<file path="src/rtl/mem_access_ctrl.sv">
// Load/store memory access controller for the MEM stage: issues one registered memory
// request per EX/MEM load or store, stalls the pipeline until it completes or times out.
module mem_access_ctrl #(
  parameter int unsigned TIMEOUT = 15
) (
  input  logic        clk,
  input  logic        reset,
  input  logic        mem_read_in,
  input  logic        mem_write_in,
  input  logic [31:0] addr_in,
  input  logic [31:0] wdata_in,
  input  logic        mem_ack,
  input  logic [31:0] mem_rdata,
  output logic        mem_req,
  output logic        mem_we,
  output logic [31:0] mem_addr,
  output logic [31:0] mem_wdata,
  output logic        stall,
  output logic [31:0] rdata_out,
  output logic        rdata_valid,
  output logic        err,
  output logic [15:0] stall_cycles
);

  typedef enum logic [1:0] {StIdle, StAccess, StDone} state_e;

  localparam logic [7:0] TimeoutLast = 8'(TIMEOUT - 1);

  state_e      state_q, state_d;
  logic [7:0]  cnt_q, cnt_d;
  logic        mem_req_d, mem_we_d, rdata_valid_d, err_d;
  logic [31:0] mem_addr_d, mem_wdata_d, rdata_out_d;
  logic [15:0] stall_cycles_d;
  logic        pending, aligned;

  assign pending = mem_read_in | mem_write_in;
  assign aligned = (addr_in[1:0] == 2'b00);

  always_comb begin
    state_d       = state_q;
    cnt_d         = cnt_q;
    mem_req_d     = mem_req;
    mem_we_d      = mem_we;
    mem_addr_d    = mem_addr;
    mem_wdata_d   = mem_wdata;
    rdata_out_d   = rdata_out;
    rdata_valid_d = 1'b0;
    err_d         = 1'b0;
    stall         = 1'b0;

    case (state_q)
      StIdle: begin
        if (pending) begin
          if (aligned) begin
            stall       = 1'b1;
            state_d     = StAccess;
            cnt_d       = 8'd0;
            mem_req_d   = 1'b1;
            // A simultaneous read+write request is treated as a store.
            mem_we_d    = mem_write_in;
            mem_addr_d  = addr_in;
            mem_wdata_d = wdata_in;
          end else begin
            err_d = 1'b1;
          end
        end
      end
      StAccess: begin
        stall = 1'b1;
        if (mem_ack) begin
          state_d   = StDone;
          mem_req_d = 1'b0;
          if (!mem_we) begin
            rdata_out_d   = mem_rdata;
            rdata_valid_d = 1'b1;
          end
        end else if (cnt_q == TimeoutLast) begin
          state_d   = StDone;
          mem_req_d = 1'b0;
          err_d     = 1'b1;
          if (!mem_we) begin
            rdata_out_d   = 32'd0;
            rdata_valid_d = 1'b1;
          end
        end else begin
          cnt_d = cnt_q + 8'd1;
        end
      end
      StDone: begin
        state_d = StIdle;
      end
      default: begin
        state_d   = StIdle;
        mem_req_d = 1'b0;
      end
    endcase

    stall_cycles_d = stall_cycles;
    if (stall && (stall_cycles != 16'hFFFF)) begin
      stall_cycles_d = stall_cycles + 16'd1;
    end
  end

  always_ff @(posedge clk or posedge reset) begin
    if (reset) begin
      state_q      <= StIdle;
      cnt_q        <= 8'd0;
      mem_req      <= 1'b0;
      mem_we       <= 1'b0;
      mem_addr     <= 32'd0;
      mem_wdata    <= 32'd0;
      rdata_out    <= 32'd0;
      rdata_valid  <= 1'b0;
      err          <= 1'b0;
      stall_cycles <= 16'd0;
    end else begin
      state_q      <= state_d;
      cnt_q        <= cnt_d;
      mem_req      <= mem_req_d;
      mem_we       <= mem_we_d;
      mem_addr     <= mem_addr_d;
      mem_wdata    <= mem_wdata_d;
      rdata_out    <= rdata_out_d;
      rdata_valid  <= rdata_valid_d;
      err          <= err_d;
      stall_cycles <= stall_cycles_d;
    end
  end

endmodule

</file>
<file path="config.mk">
export PLATFORM = sky130hd
export DESIGN_NAME = mem_access_ctrl
export DESIGN_NICKNAME = d
export VERILOG_FILES = /design/src/rtl/mem_access_ctrl.sv
export SDC_FILE = /design/constraint.sdc
export NUM_CORES = 1
export LEC_CHECK = 0
export ABC_AREA = 1
export CAP_MARGIN = 20
export CORE_ASPECT_RATIO = 0.6
export CORE_MARGIN = 8
export CORE_UTILIZATION = 30
export CTS_CLUSTER_DIAMETER = 80
export DETAILED_ROUTE_END_ITERATION = 12
export HOLD_SLACK_MARGIN = 0.02
export PLACE_DENSITY_LB_ADDON = 0.25
export RECOVER_POWER = 100
export SETUP_SLACK_MARGIN = 0.02
export SLEW_MARGIN = 20
export SYNTH_ARGS = -nofsm -noshare
export SYNTH_HDL_FRONTEND = slang
export SYNTH_SLANG_ARGS = --single-unit
</file>
<file path="constraint.sdc">
create_clock -name clk -period 4.3 [get_ports clk]
set_input_delay 0.86 -clock clk [delete_from_list [all_inputs] [get_ports clk]]
set_output_delay 0.86 -clock clk [all_outputs]
set_load 0.03 [all_outputs]
</file>
==> metrics.md <==
| Metric | Value |
|---|---|
| Async SR Flop Fraction | 100% |
| Seq/Total Area, Yosys | 57.0% |
| Max-Cap Viols | 3 |
| Syn Area/Cell | 10.4 um^2 |
| N_diodes | 0 |
| Hold Fails Final Rpt | 0 |
| Pwr/cell area | 607 mW/mm^2 |
| YS warnings | 0 |
| Row Count | 38 |
| Max Clk Rate | 0.293 GHz |
| Starting DRT DRC Count | 329 |
| Worst vdd ir | 293 uV |
| Worst R2R Path Depth | 4 |
| Vias in the first global route | 4658 |
| Vias | 4575 |
| Worst Hold Class | reg -> reg |
| Initial antenna violation count | 1 |
| Die Wd | 191 um |
| First-pass GRT wire length | 26.1 mm |
| Skew final | 11.3 ps |
| Setup-failing EPs final | 0 |
| Post-synth top area cell | dfrtp_1 |
| Largest net degree at the start of global routing | 78 |
| PostCTS Resize Cnt | 0 |
| Core ar. | 0.0181 mm^2 |
| H-tree depth | 4 |
| Clk sinks | 126 |
| WL final | 16.6 mm |
| Slew @ Worst Pin | 2320 ps |
| Synthesized area | 0.00553 mm^2 |
| Fin crit period | 3420 ps |
| Crit-path max FO | 5 |
| DRC viols | 0 |
| Sum Neg Setup Slack | 0 ps |
| Slew Viols, Final | 153 |
| Critical-path top delay cell | dlygate4sd3_1 |
| Max-slew headroom | -55.0% |
| Critical Path AT | 2560 ps |
| CP Launch Point | mem_write_in |
| Via/cell ratio | 4.58 |
| Post-synthesis cell count | 531 |
| Crit path cell chain | dlygate4sd3_1 > inv_1 > nand2_1 > nand3_4 > nand2_1 > dlygate4sd3_1 |
| Longest Clk Path Bufs | 2 |
| Ports | 218 |
| Flops & latches, synth | 126 |
| Crit. path cell count | 6 |
| Leakage power | 3.91 nW |
| Antenna-violating nets left | 0 |
| CTS clk-pin slew, worst paths | 50 ps |
| CP endpoint kind | primary output |
| Synth unique cells | 23 |
| Post-CTS setup buffer count | 0 |
| Post-synth EDFFs | 0 |
| Global placement routability congestion | 0.818 |
| Worst hold stages | 2 |
| Die area | 0.0232 mm^2 |
| Initial Util | 30.6% |
| Final worst slack | 883 ps |
| Setup CP Type | in -> out |
| Worst Min Path Start | mem_addr[1] |
| TritonCTS buffer count | 17 |
| Hold slack final | 460 ps |
| Worst R2R Start | mem_we |
| CTS tree | done |
| DR WL/cell | 16.6 um |
| Global Route Usage Sum | 14.3% |
| Max stage delay on crit path | 770 ps |
| Clk root buf | clkbuf_16 |
| RSZ-0062 raised after global routing | no |
| Placement Setup Slack | 958 ps |
| Share of the synthesized area in the top cell type | 57.0% |
| Post-DP HPWL | 12.1 mm |
| Cts hold-fix bufs | 0 |
| Critical path data required time | 3440 ps |
| Final net count | 849 |
| Worst Path Buf+Inv | 3 |
| Synthesis-to-finish area growth | 52.9% |
| Fillers | 1653 |
| Largest delay contributor family on the critical path | buffers and inverters |
| Grt total ovfl | 0 |
| Status | complete, but fails checks |
| Syn Nets | 635 |
| Dominant synthesized flop cell | dfrtp_1 |
| Share of the clock period used by the worst path | 79.5% |
| Failing checks | capacitance limit, slew limit |
| Layout cell share with drive strength beyond 1 | 12.0% |
| Worst-Skew Late Latency | 410 ps |
| DRT Pass-1 Iters | 6 |
| Chip Height | 121 um |
| CP Launch Type | input port |
| Largest cells by area after synthesis | dfrtp_1 (57%), nand2_1 (11%), mux2_2 (9.6%) |
| PortBufs | 217 |
## report_power, final
part / internal (mW) / switching, mW
registers: 1.52 / 0.194
logic: 0.724 / 1.14
clock network: 1.01 / 0.543
## metrics by stage
stage / total power, mW / area [um^2] / instances / util (%)
global route: 5.41 / 8450 / 998 / 46.8
CTS: 5.38 / 8550 / 998 / 47.3
finish: 5.13 / 8450 / 998 / 46.8
detailed placement: 3.80 / 7900 / 966 / 43.7
global placement: 3.77 / 7900 / 966 / 43.7
floorplan: 2.85 / 5530 / 531 / -
## flip-flops by register name, indices dropped and copies added, names as in the netlist
name	count
mem_we	1
rdata_valid	1
mem_wdata	32
mem_req	1
err	1
mem_addr	32
rdata_out	32
state_q	2
cnt_q	8
stall_cycles	16
## layout make-up
class	count	area (um^2)	share of cell area, %
flip-flops and latches	126	3150	37.3
repair buffers	221	2210	26.1
multi-input cells	344	2020	23.9
clock buffers	20	457	5.40
well taps	240	300	3.55
clock inverters	12	185	2.19
inverters	35	131	1.55
## layout by cell type, fill, tap and decap left out, drive strengths merged
| cell | Yosys | routed |
|---|---|---|
| clkdlybuf4s50 | 0 | 98 |
| nand2 | 164 | 164 |
| clkinvlp | 0 | 4 |
| nand3 | 22 | 22 |
| nand3b | 2 | 2 |
| dlygate4sd3 | 0 | 119 |
| nor2 | 29 | 29 |
| xor2 | 4 | 4 |
| clkinv | 0 | 4 |
| mux2 | 62 | 62 |
| ha | 3 | 3 |
| bufinv | 0 | 4 |
| clkbuf | 7 | 22 |
| o21ai | 15 | 15 |
| xnor2 | 4 | 4 |
| inv | 35 | 35 |
| nand4 | 39 | 39 |
| dfrtp | 126 | 126 |
| buf | 19 | 2 |
## final timing paths
kind                                 end  slack [ps]
hold reg to reg              mem_addr[1]         460
hold / removal               mem_addr[1]         460
min in group asynchronous   mem_addr[11]        1680
setup / recovery                   stall         880
max in group asynchronous  rdata_out[29]        1260
setup reg to reg           rdata_out[22]        1470
## cells by family after synthesis
logic type               share of synthesized area [%]
AND/OR/NAND/NOR                                   20.5
flip-flops                                        57.0
multiplexers                                      13.6
buffers and inverters                             5.14
AO/OA/AOI/OAI                                     1.70
XOR/XNOR                                          1.27
adder cells (fa/ha/maj)                          0.679
## synth_stat cells (5+ instances only)
master and n:
buf_2 14, buf_6 5, clkbuf_1 7, dfrtp_1 126
inv_1 34, mux2_2 47, mux2_4 15, nand2_1 160
nand3_1 20, nand4_1 39, nor2_1 24, o21ai_0 12
## worst min-delay path, stage by stage (launching register included)
cell     delay, ps
dfrtp_1        340
nand2_1         50
inv_1           40
## routing by layer
| layer | GRT usage, % | vias up | share of wire [%] |
|---|---|---|---|
| met5 | 0 | - | 0.072 |
| met4 | 4.17 | 2 | 1.0 |
| met3 | 9.76 | 17 | 16 |
| met2 | 18.9 | 214 | 39 |
| met1 | 18.5 | 2168 | 44 |
| li1 | - | 2174 | - |
Note: power is estimated with default switching activity, not from simulation.
